### config.mk
export PLATFORM = sky130hd
export DESIGN_NAME = idma_legalizer_req_arbiter
export DESIGN_NICKNAME = d
export VERILOG_FILES = /design/src/rtl/idma_legalizer_req_arbiter.sv
export SDC_FILE = /design/constraint.sdc
export NUM_CORES = 1
export LEC_CHECK = 0
export BUFFER_PORTS_ARGS = -buffer_cell sky130_fd_sc_hd__buf_2
export CELL_PAD_IN_SITES_DETAIL_PLACEMENT = 1
export CELL_PAD_IN_SITES_GLOBAL_PLACEMENT = 1
export CORE_MARGIN = 8
export CORE_UTILIZATION = 42
export CTS_CLUSTER_DIAMETER = 30
export DETAILED_ROUTE_END_ITERATION = 10
export PLACE_DENSITY = 0.83
export SETUP_SLACK_MARGIN = 0.2
export SLEW_MARGIN = 20
export SYNTH_ARGS = -nofsm -noshare
export SYNTH_HDL_FRONTEND = slang
export SYNTH_SLANG_ARGS = --single-unit
### constraint.sdc
create_clock -name clk_i -period 3.55 [get_ports clk_i]
set_clock_uncertainty 0.15 [all_clocks]
set_input_delay 0.71 -clock clk_i [delete_from_list [all_inputs] [get_ports clk_i]]
set_output_delay 0.71 -clock clk_i [all_outputs]
set_load 0.005 [all_outputs]
### src/rtl/idma_legalizer_req_arbiter.sv
// Round-robin arbiter sharing one legalizer 1D request port among NumReq front-ends.
// A grant is held until the legalizer accepts it. The owner is then queued in an
// in-order ownership FIFO, so that in-order completions and kills can be routed back.
module idma_legalizer_req_arbiter #(
   parameter int unsigned NumReq         = 4,
   parameter int unsigned MaxOutstanding = 8,
   parameter type         idma_req_t     = logic,
   parameter int unsigned IdxWidth       = $clog2(NumReq),
   parameter int unsigned CntWidth       = $clog2(MaxOutstanding + 1)
) (
   input  logic                         clk_i,
   input  logic                         rst_i,
   input  idma_req_t [NumReq-1:0]       req_i,
   input  logic      [NumReq-1:0]       req_valid_i,
   output logic      [NumReq-1:0]       req_ready_o,
   input  logic      [NumReq-1:0]       kill_req_i,
   output idma_req_t                    leg_req_o,
   output logic                         leg_valid_o,
   input  logic                         leg_ready_i,
   output logic                         leg_kill_o,
   input  logic                         cmpl_i,
   output logic      [NumReq-1:0]       done_o,
   output logic      [IdxWidth-1:0]     owner_o,
   output logic      [CntWidth-1:0]     outstanding_o,
   output logic                         busy_o,
   output logic                         cmpl_err_o
);

   localparam int unsigned PtrWidth = (MaxOutstanding > 1) ? $clog2(MaxOutstanding) : 1;
   localparam logic [IdxWidth-1:0] LastIdx = IdxWidth'(NumReq - 1);
   localparam logic [PtrWidth-1:0] LastPtr = PtrWidth'(MaxOutstanding - 1);
   localparam logic [CntWidth-1:0] MaxCnt  = CntWidth'(MaxOutstanding);

   typedef enum logic {StArb, StOffer} state_e;

   state_e                state_q;
   logic [IdxWidth-1:0]   gnt_q, rr_ptr_q;
   logic [IdxWidth-1:0]   fifo_q [MaxOutstanding];
   logic [PtrWidth-1:0]   wr_ptr_q, rd_ptr_q;
   logic [CntWidth-1:0]   cnt_q, cnt_after;
   logic                  cmpl_err_q;

   logic                  offer, empty, push, pop;
   logic [IdxWidth-1:0]   head, gnt_inc;
   logic [NumReq-1:0]     gnt_oh, arb_mask, rearb_mask;
   logic [IdxWidth:0]     arb_pick, rearb_pick;

   // First set bit of mask searching upward from start, with wrap-around; MSB = found.
   function automatic logic [IdxWidth:0] rr_pick(input logic [NumReq-1:0]   mask,
                                                 input logic [IdxWidth-1:0] start);
      logic                found;
      logic [IdxWidth-1:0] idx;
      int unsigned         pos;
      found = 1'b0;
      idx   = '0;
      for (int unsigned i = 0; i < NumReq; i++) begin
         pos = (32'(start) + i) % NumReq;
         if (!found && mask[pos]) begin
            found = 1'b1;
            idx   = IdxWidth'(pos);
         end
      end
      return {found, idx};
   endfunction

   function automatic logic [PtrWidth-1:0] ptr_inc(input logic [PtrWidth-1:0] ptr);
      return (ptr == LastPtr) ? '0 : ptr + PtrWidth'(1);
   endfunction

   // Datapath routing, FIFO bookkeeping and both arbitration candidates.
   always_comb begin
      offer      = (state_q == StOffer);
      empty      = (cnt_q == '0);
      head       = fifo_q[rd_ptr_q];
      gnt_oh     = NumReq'(1) << gnt_q;
      gnt_inc    = (gnt_q == LastIdx) ? '0 : gnt_q + IdxWidth'(1);
      push       = offer & leg_ready_i;
      pop        = cmpl_i & ~empty;
      cnt_after  = cnt_q + CntWidth'(push) - CntWidth'(pop);
      // ARB uses the registered count: a slot freed by a pop is usable from the next edge.
      arb_mask   = req_valid_i & {NumReq{cnt_q < MaxCnt}};
      rearb_mask = req_valid_i & ~gnt_oh & {NumReq{cnt_after < MaxCnt}};
      arb_pick   = rr_pick(arb_mask, rr_ptr_q);
      rearb_pick = rr_pick(rearb_mask, gnt_inc);

      leg_valid_o   = offer;
      leg_req_o     = offer ? req_i[gnt_q] : '0;
      req_ready_o   = offer ? (gnt_oh & {NumReq{leg_ready_i}}) : '0;
      owner_o       = empty ? '0 : head;
      done_o        = pop ? (NumReq'(1) << head) : '0;
      leg_kill_o    = ~empty & kill_req_i[head];
      outstanding_o = cnt_q;
      busy_o        = offer | ~empty;
      cmpl_err_o    = cmpl_err_q;
   end

   // Grant FSM, round-robin pointer and ownership FIFO.
   always_ff @(posedge clk_i) begin
      if (rst_i) begin
         state_q    <= StArb;
         gnt_q      <= '0;
         rr_ptr_q   <= '0;
         wr_ptr_q   <= '0;
         rd_ptr_q   <= '0;
         cnt_q      <= '0;
         cmpl_err_q <= 1'b0;
         fifo_q     <= '{default: '0};
      end else begin
         if (push) begin
            fifo_q[wr_ptr_q] <= gnt_q;
            wr_ptr_q         <= ptr_inc(wr_ptr_q);
         end
         if (pop) rd_ptr_q <= ptr_inc(rd_ptr_q);
         cnt_q <= cnt_after;
         if (cmpl_i && empty) cmpl_err_q <= 1'b1;
         unique case (state_q)
            StArb: begin
               if (arb_pick[IdxWidth]) begin
                  gnt_q   <= arb_pick[IdxWidth-1:0];
                  state_q <= StOffer;
               end
            end
            StOffer: begin
               if (leg_ready_i) begin
                  rr_ptr_q <= gnt_inc;
                  // Back-to-back grant avoids a dead ARB cycle between transfers.
                  if (rearb_pick[IdxWidth]) gnt_q <= rearb_pick[IdxWidth-1:0];
                  else                      state_q <= StArb;
               end
            end
            default: state_q <= StArb;
         endcase
      end
   end

endmodule

==> results of run 1 <==
==> sequential cells by signal, indices dropped and copies added (netlist names) <==
register	cells
cmpl_err_o	1
fifo_q	16
gnt_q	2
leg_valid_o	1
outstanding_o	4
rd_ptr_q	3
rr_ptr_q	2
wr_ptr_q	3
==> worst max-delay path: cells and delay by family (launching register included) <==
kind | cells | cell delay [ps]
muxes | 3 | 1360
DFF | 1 | 460
and+or+nand+nor | 1 | 160
buffers and inverters | 1 | 120
==> through the flow <==
stage	cell area (um2)	cells	hold slack (ps)	setup WS, ps
CTS	2380	330	336	188
floorplan	2040	243	300	372
detailed placement	2240	322	317	60.7
finish	2420	330	338	305
global placement	2240	322	309	357
global route	2420	330	369	201
==> routing by layer <==
metal | track usage (%) | vias to the layer above | part of all wire (%)
met3 | 5.35 | 4 | 5.1
met2 | 32.4 | 42 | 52
met4 | 5.73 | 0 | 0.55
li1 | - | 916 | -
met5 | 0 | - | 0
met1 | 19.5 | 929 | 42
==> area by class of cell <==
class | count | area, um2 | area share, %
clock buffers | 7 | 96.3 | 3.98
clock inverters | 1 | 30.0 | 1.24
repair buffers | 37 | 193 | 7.96
multi-input cells | 182 | 1320 | 54.6
well taps | 54 | 67.6 | 2.79
inverters | 17 | 66.3 | 2.74
flip-flops and latches | 32 | 646 | 26.7
==> kinds of logic after synthesis <==
logic type | synth area share, %
XOR/XNOR | 0.430
multiplexers | 13.7
AO/OA/AOI/OAI | 15.5
AND/OR/NAND/NOR | 23.1
adder cells (fa/ha/maj) | 9.94
buffers and inverters | 5.89
flip-flops | 31.4
==> worst min-delay path by stage <==
| stage | endpoint | start | depth (start not counted) |
|---|---|---|---|
| 3_3_place_gp | cmpl_err_o$_SDFFE_PP0P_ | cmpl_err_o$_SDFFE_PP0P_ | 2 |
| 5_1_grt | fifo_q[10]$_SDFFE_PP0P_ | fifo_q[10]$_SDFFE_PP0P_ | 2 |
| 6_report | cmpl_err_o$_SDFFE_PP0P_ | cmpl_err_o$_SDFFE_PP0P_ | 2 |
| 2_1_floorplan | fifo_q[15]$_SDFFE_PP0P_ | fifo_q[15]$_SDFFE_PP0P_ | 2 |
| 4_1_cts | cmpl_err_o$_SDFFE_PP0P_ | cmpl_err_o$_SDFFE_PP0P_ | 2 |
| 3_5_place_dp | cmpl_err_o$_SDFFE_PP0P_ | cmpl_err_o$_SDFFE_PP0P_ | 2 |
==> what timing repair did <==
action,CTS,global route
setup endpoints to repair,3,2
pin swaps,0,1
hold buffers,0,0
resized for setup,4,10
buffers inserted,0,0
endpoints found under the hold margin,0,0
==> report_power, final <==
group | switching [uW] | internal [uW]
clock | 138 | 248
combinational | 461 | 373
sequential | 121 | 419
==> cells in the final DEF (no fill, tap or decap), types with 2 or more instances in the layout <==
cell and count:
or3_1 2, o21ai_0 4, mux4_2 7, mux2i_1 10
ha_1 12, nor3_1 10, a21oi_1 22, clkbuf_8 7
nor2_1 34, nor2b_1 2, a211oi_1 2, buf_2 34
nand2_1 21, a211oi_2 2, inv_1 13, maj3_1 2
buf_4 3, inv_2 3, and2_1 3, o21ai_1 5
dfxtp_1 30, o21a_1 2, and3_1 4, nand2b_1 8
==> impl_results.md, run 1 <==
* Worst Path Max Fanout at 7
* Cell taking the most area after synthesis: dfxtp_1
* Max incr delay on CP at 580 ps
* Die Y at around 86 um
* Final ANT Viol Nets at 0
* HPWL after DPL at between 4 and 5 mm
* Overall power at 1760 uW
* Most used cell, CP: mux4_2
* Critical Path Sink: leg_kill_o
* Crit. End Element: output port
* RSZ-0062 raised after global routing: false
* Sequential fraction of the synthesis area at between 30% and 40%
* Antenna cell count at 0
* Fillers at around 580
* WP data required at around 2700 ps
* Clock sink count at 32
* H-tree Lvls at 2
* Io pins at 35
* Maxcap violations at 0
* Setup_tns at 0 ps
* Crit path launch type: register
* Clk root buf: clkbuf_8
* Yosys top cell area share at a little under a third
* Worst Max-Slew Pin Slew at 622 ps
* Static Leak at slightly above 0.001 uW
* Final Core Density at roughly 52%
* RePlAce Congestion at 0.914
* Grt ovf at 0
* Cells taking the most area after synthesis: dfxtp_1, ha_1, mux4_2
* Hold Vio Cnt, Final at 0
* Top-count cell post-synth: nor2_1
* CTS Buffer Depth at 2
* CTS tree: yes
* Core area at 4690 um2
* Synth Register Bits at 32
* Drt wl/cell at about 19 um
* Pin count of the biggest net entering global routing at 33
* R2R Path Start: outstanding_o[3]$_SDFF_PP0_
* Die X at ~86 um
* # setup viols final at 0
* Row count at 25
* Synthesized area per cell at 8.39 um2
* Critical Path AT at around 2400 ps
* 1st-iter DRT viols at 96
* Initial Util at between 40% and 50%
* Die footprint at between 7000 and 8000 um2
* Post-route DRC at 0
* Detailed Route WL at slightly above 6 mm
* Final max-slew violation count at 0
* Port buffer count at 34
* Fin crit period at about 3200 ps
* Fmax at around 310 MHz
* Area delta synth->final at 18.7%
* Number of synthesized flops with an enable pin at 0
* First drt pass iteration count at 4
* Main synth FF type: dfxtp_1
* CP cell instances: mux4_2 > mux2i_4 > mux4_2 > and2b_1 > buf_2
* Reg2reg end: gnt_q[0]$_SDFFE_PP0P_
* Reg2Reg Depth at 13
* Syn nets at roughly 270
* Post-Syn Instances at around 240
* Fin crit share at between 90% and 100%
* Mapped Area at 2040 um2
* Synth cell types at around 50
* Slew HR at roughly three fifths
* Clock-pin slew on the worst setup and hold paths at about 70 ps
* Pwr dens at roughly 730 nW/um2
* Async SR Flop Fraction at 0%
* Most frequent cells after synthesis: nor2_1, dfxtp_1, a21oi_1
* All-Layer GR Usage at 18.0%
* CP max-delay cell: mux4_2
* Via count at 1891
* Crit path launch: rd_ptr_q[0]$_SDFFE_PP0P_
* Worst Hold Class: reg -> reg
* Status: complete, no violations
* Clk Latency, worst-skew pair at between 200 and 300 ps
* Via density at about 5.7
* Share of layout cells above drive strength 1 at ~25%
* Initial antenna violation count at 0
* Number of global-route vias before repair at 2118
* Nets at between 300 and 400
* Crit path kind: reg -> out
* Synth Warn # at 0
* First-pass GRT wire length at 10.6 mm
* R2r setup slk at approximately 350 ps
* Maximum vdd drop at 250 uV
* CTS Buf Count at 5
Note: power is estimated with default switching activity, not from simulation.
==> inputs of run 2 (changes only) <==
- MAX_ROUTING_LAYER: unset -> met4
==> run 2 against run 1 <==
Global-route usage rose by 0.45 points. Critical path depth is the same. Fmax about the same. Worst hold slack gained 3.1 ps. Sequential cell count is the same. First-iteration DRC count is 9.4% higher. Sequential share of layout area is the same. Critical endpoint unchanged. Routed wire length decreased by 0.35%. Highest routed layer unchanged.
==> impl_results.md, run 2 (synthesis results as in run 1) <==
* Status: complete, no violations
* # setup viols final at 0
* CP max-delay cell: mux4_2
* Overall power at 1760 uW
* Critical Path AT at 2390 ps
* Clk root buf: clkbuf_8
* Area delta synth->final at 18.7%
* Port buffer count at 34
* Final ANT Viol Nets at 0
* First drt pass iteration count at 4
* Worst Hold Class: reg -> reg
* All-Layer GR Usage at ~18%
* Fin crit share at about nine tenths
* Final Core Density at approximately half
* Number of global-route vias before repair at roughly 2100
* Crit path kind: reg -> out
* CTS Buf Count at 5
* Hold Vio Cnt, Final at 0
* Most used cell, CP: mux4_2
* Static Leak at just over 0.001 uW
* Die footprint at 7340 um2
* Nets at ~310
* Clock sink count at 32
* 1st-iter DRT viols at approximately 110
* Final worst setup slack at around 300 ps
* Clock-pin slew on the worst setup and hold paths at approximately 70 ps
* Grt ovf at 0
* Share of layout cells above drive strength 1 at 24.6%
* Fillers at 579
* Worst hold slack at approximately 340 ps
* Die X at 85.7 um
* Die Y at between 80 and 90 um
* Largest register FFs at 16
* H-tree Lvls at 2
* Biggest register: fifo_q
* CTS tree: yes
* CP cell instances: mux4_2 > mux2i_4 > mux4_2 > and2b_1 > buf_2
* Fmax at 308 MHz
* Crit path launch type: register
* Maxcap violations at 0
* Final max-slew violation count at 0
* DP Worst Slack at 60.7 ps
* Maximum vdd drop at ~250 uV
* Pin count of the biggest net entering global routing at 33
* WP data required at 2690 ps
* Via density at around 5.7
* Antenna cell count at 0
* Detailed Route WL at 6.19 mm
* CTS Buffer Depth at 2
* Core area at 4690 um2
* Worst Max-Slew Pin Slew at 628 ps
* HPWL after DPL at between 4 and 5 mm
* # Post-CTS Setup Buffers at 0
* Area of the multi-input gates at 1320 um2
* Fin crit period at 3250 ps
* Max incr delay on CP at just under 600 ps
* Setup_tns at 0 ps
* Initial Util at around 43%
* Slew HR at between 50% and 60%
* Crit. End Element: output port
* Worst Path Max Fanout at 7
* Io pins at 35
* Clk Latency, worst-skew pair at approximately 290 ps
* Post-route DRC at 0
* Pwr dens at about 730 nW/um2
* Drt wl/cell at 18.8 um
* Commonest cells after routing, fill and taps aside: nor2_1, buf_2, dfxtp_1
* FF/Latch Area at 646 um2
* RSZ-0062 raised after global routing: false
* RePlAce Congestion at 0.930
* Row count at 25
* Initial antenna violation count at 0
* Via count at about 1900
* First-pass GRT wire length at around 10 mm
-- run 2: cell counts in the layout (fill, tap and decap cells not counted) --
No cell type changed its count.
-- run 2: through the flow --
stage	std cells	cell area, um2
global placement	322	2240
floorplan	243	2040
global route	330	2420
detailed placement	322	2240
finish	330	2420
CTS	330	2380
-- run 2: timing repair --
| item | CTS | global route |
|---|---|---|
| setup endpoints to repair | 3 | 2 |
| hold buffers | 0 | 0 |
| pin swaps | 0 | 1 |
| gates resized for setup | 4 | 10 |
| cloned | 0 | 0 |
-- run 2: power breakdown --
part / internal, uW / leakage [uW] / total, uW / switching, uW
clock: 248 / 0.0000645 / 389 / 142
sequential: 418 / 0.000261 / 539 / 121
combinational: 373 / 0.000680 / 836 / 463
-- run 2: cell type report --
cell class	count	area share, %
Inverter	17	2.74
Clock buffer	7	3.98
Tap cell	54	2.79
Sequential cell	32	26.7
Timing Repair Buffer	37	7.96
Clock inverter	1	1.24
Multi-Input combinational cell	182	54.6
-- run 2: critical path: cells and delay by family, from the launching register on --
kind | cells | cell delay, ps
buf+inv | 1 | 120
flops | 1 | 460
mux | 3 | 1360
simple gates | 1 | 160
-- run 2: worst paths after layout --
check / start / end / slack [ps] / depth (start not counted)
setup reg to reg: outstanding_o[3]$_SDFF_PP0_ / gnt_q[0]$_SDFFE_PP0P_ / 360 / 13
setup / recovery: rd_ptr_q[0]$_SDFFE_PP0P_ / leg_kill_o / 300 / 5
hold / removal: cmpl_err_o$_SDFFE_PP0P_ / cmpl_err_o$_SDFFE_PP0P_ / 340 / 2
hold reg to reg: cmpl_err_o$_SDFFE_PP0P_ / cmpl_err_o$_SDFFE_PP0P_ / 340 / 2
-- run 2: metal layers --
metal	wire (um)	global-route usage, %	part of all wire [%]
met5	0	-	0
met4	60	5.73	0.97
met3	349	5.35	5.6
met2	3200	32.3	52
met1	2580	19.5	42
==> inputs of run 3 (changes only) <==
- clock period: 3.55 -> 3.1 ns (I/O delays scaled with it)
==> run 3 against run 2 <==
Global-route usage is 0.067 points lower. Final cell count is 3.6% higher. Setup slack worse by 160 ps. Register-to-register slack worse by 220 ps. Core utilization is 2.5 points higher. Via count is 4.9% higher. Critical path depth is 8 higher. Total power is 20% higher. Critical endpoint is now gnt_q[0]$_SDFFE_PP0P_. Largest power group unchanged.
==> impl_results.md, run 3 (synthesis results as in run 1) <==
* Antenna cell count at 0
* Reg2Reg Depth at 13
* Detailed Route WL at ~6.5 mm
* Post-route DRC at 0
* Static Leak at roughly 0.0011 uW
* Pin count of the biggest net entering global routing at 33
* Fmax at 338 MHz
* Worst Hold End: cmpl_err_o$_SDFFE_PP0P_
* Area delta synth->final at 24.3%
* Final max-slew violation count at 0
* Hold Buf Count CTS at 0
* Die X at 85.7 um
* Final Core Density at between 50% and 60%
* Hold Vio Cnt, Final at 0
* H-tree Lvls at 2
* Row count at 25
* CTS Buffer Depth at 2
* 1st-iter DRT viols at 191
* HPWL after DPL at roughly 4.4 mm
* Worst hold slack at between 300 and 400 ps
* Most used cell, CP: ha_4
* Setup_tns at 0 ps
* Maximum vdd drop at between 300 and 400 uV
* Number of global-route vias before repair at 2051
* Worst Max-Slew Pin Slew at around 630 ps
* Fin cells at approximately 340
* Worst Path Max Fanout at 5
* Die Y at roughly 86 um
* Clk Latency, worst-skew pair at 290 ps
* Clock-pin slew on the worst setup and hold paths at roughly 70 ps
* WP data required at approximately 3100 ps
* DR WL met3 at around 270 um
* Hold depth at 2
* Port buffer count at 34
* Pwr dens at 838 nW/um2
* Status: complete, no violations
* Largest register FFs at 16
* Initial Util at a little over two fifths
* Via density at slightly below 6
* Commonest cells after routing, fill and taps aside: nor2_1, buf_2, dfxtp_1
* Initial antenna violation count at 0
* R2r setup slk at around 140 ps
* Via count at approximately 2000
* Worst Hold Class: reg -> reg
* Fin crit period at between 2000 and 3000 ps
* Share of layout cells above drive strength 1 at between 20% and 30%
* Io pins at 35
* First-pass GRT wire length at 10.4 mm
* WL met2 at between 3 and 4 mm
* RSZ-0062 raised after global routing: true
* Grt ovf at 0
* Die footprint at approximately 7300 um2
* R2R Path Start: outstanding_o[2]$_SDFF_PP0_
* Min-delay src: cmpl_err_o$_SDFFE_PP0P_
* Biggest register: fifo_q
* All-Layer GR Usage at about 18%
* CP cell instances: inv_2 > ha_4 > nor3b_4 > nand2b_4 > inv_6 > ha_4 > inv_1 > ha_1 > a211oi_2 > nor3b_2 > o41a_1 > a21o_1 > a221oi_1
* Crit. End Element: register
* Fillers at 576
* Clk root buf: clkbuf_8
* Maxcap violations at 0
* M1 WL at roughly 2.7 mm
* Top Metal Used: met4
* Reg2reg end: gnt_q[0]$_SDFFE_PP0P_
* Dpl cells at ~330
* Nets at 317
* # setup viols final at 0
* Final ANT Viol Nets at 0
* Max incr delay on CP at approximately 420 ps
* Crit path kind: reg -> reg
* Core area at approximately 4700 um2
* RePlAce Congestion at about 0.87
* WP buf/inv at 3
* Drt wl/cell at 19.1 um
* First drt pass iteration count at 4
* Crit path launch type: register
* Critical Path AT at ~3000 ps
* Fin crit share at between 90% and 100%
* CTS tree: yes
* Clock sink count at 32
* Top cell family by delay on the critical path: compound AO/OA/AOI/OAI gates
* Slew HR at between 50% and 60%
* CP max-delay cell: o41a_1
* CTS Buf Count at 5
run 3: cell count changes in the layout (fill, tap and decap cells not counted), moves of 2 or more:
cell,before,now
inv_2,3,5
ha_1,12,10
ha_4,0,2
buf_4,3,15
clkbuf_8,7,5
inv_1,13,11
run 3: repair_timing:
| action | CTS | global route |
|---|---|---|
| gates resized for setup | 5 | 10 |
| pin swaps | 3 | 4 |
| buffers inserted | 5 | 3 |
| setup endpoints to repair | 7 | 4 |
| hold endpoints to repair | 0 | 0 |
run 3: how the worst max path moves through the flow:
stage | start | endpoint | slack [ps] | depth (start not counted)
after CTS | rd_ptr_q[0]$_SDFFE_PP0P_ | leg_kill_o | 110 | 5
after detailed placement | outstanding_o[2]$_SDFF_PP0_ | gnt_q[0]$_SDFFE_PP0P_ | 20 | 13
final | outstanding_o[2]$_SDFF_PP0_ | gnt_q[0]$_SDFFE_PP0P_ | 140 | 13
after floorplan | leg_ready_i | gnt_q[0]$_SDFFE_PP0P_ | 200 | 12
after global placement | outstanding_o[2]$_SDFF_PP0_ | gnt_q[0]$_SDFFE_PP0P_ | 200 | 13
after global routing | outstanding_o[2]$_SDFF_PP0_ | gnt_q[0]$_SDFFE_PP0P_ | 30 | 13
run 3: layout make-up:
type / count / area [um2] / share of cell area, %
timing repair buffer: 49 / 283 / 11.2
clock inverter: 3 / 42.5 / 1.68
multi-input combinational: 182 / 1360 / 53.6
tap: 54 / 67.6 / 2.67
inverter: 17 / 68.8 / 2.71
sequential: 32 / 647 / 25.5
clock buffer: 5 / 68.8 / 2.71
run 3: stage by stage:
step / cell area (um2) / setup WS [ps] / total power, uW
3_3_place_gp: 2320 / 197 / 1510
4_1_cts: 2480 / 115 / 2030
2_1_floorplan: 2090 / 202 / 1230
5_1_grt: 2530 / 34.2 / 2270
3_5_place_dp: 2320 / 25.0 / 1560
6_report: 2530 / 140 / 2120
run 3: where the power goes:
part | internal [uW] | total (uW) | switching, uW | leakage, uW
sequential | 480 | 577 | 97.7 | 0.000262
combinational | 532 | 1140 | 605 | 0.000742
clock | 238 | 409 | 171 | 0.0000541
run 3: worst reg2reg max path: stages, from the launching register on:
cell      delay (ps)
dfxtp_2          330
inv_2             80
ha_4             130
nor3b_4          200
nand2b_4         200
inv_6             50
ha_4             160
inv_1             50
ha_1             220
a211oi_2         320
nor3b_2          120
o41a_1           420
a21o_1           200
a221oi_1         240
run 3: routing by layer:
metal  global-route usage [%]  vias to the layer above
li1                         -                      951
met1                     20.6                      960
met2                     30.4                       52
met3                     4.39                       21
met4                     8.28                        0
met5                        -                        -
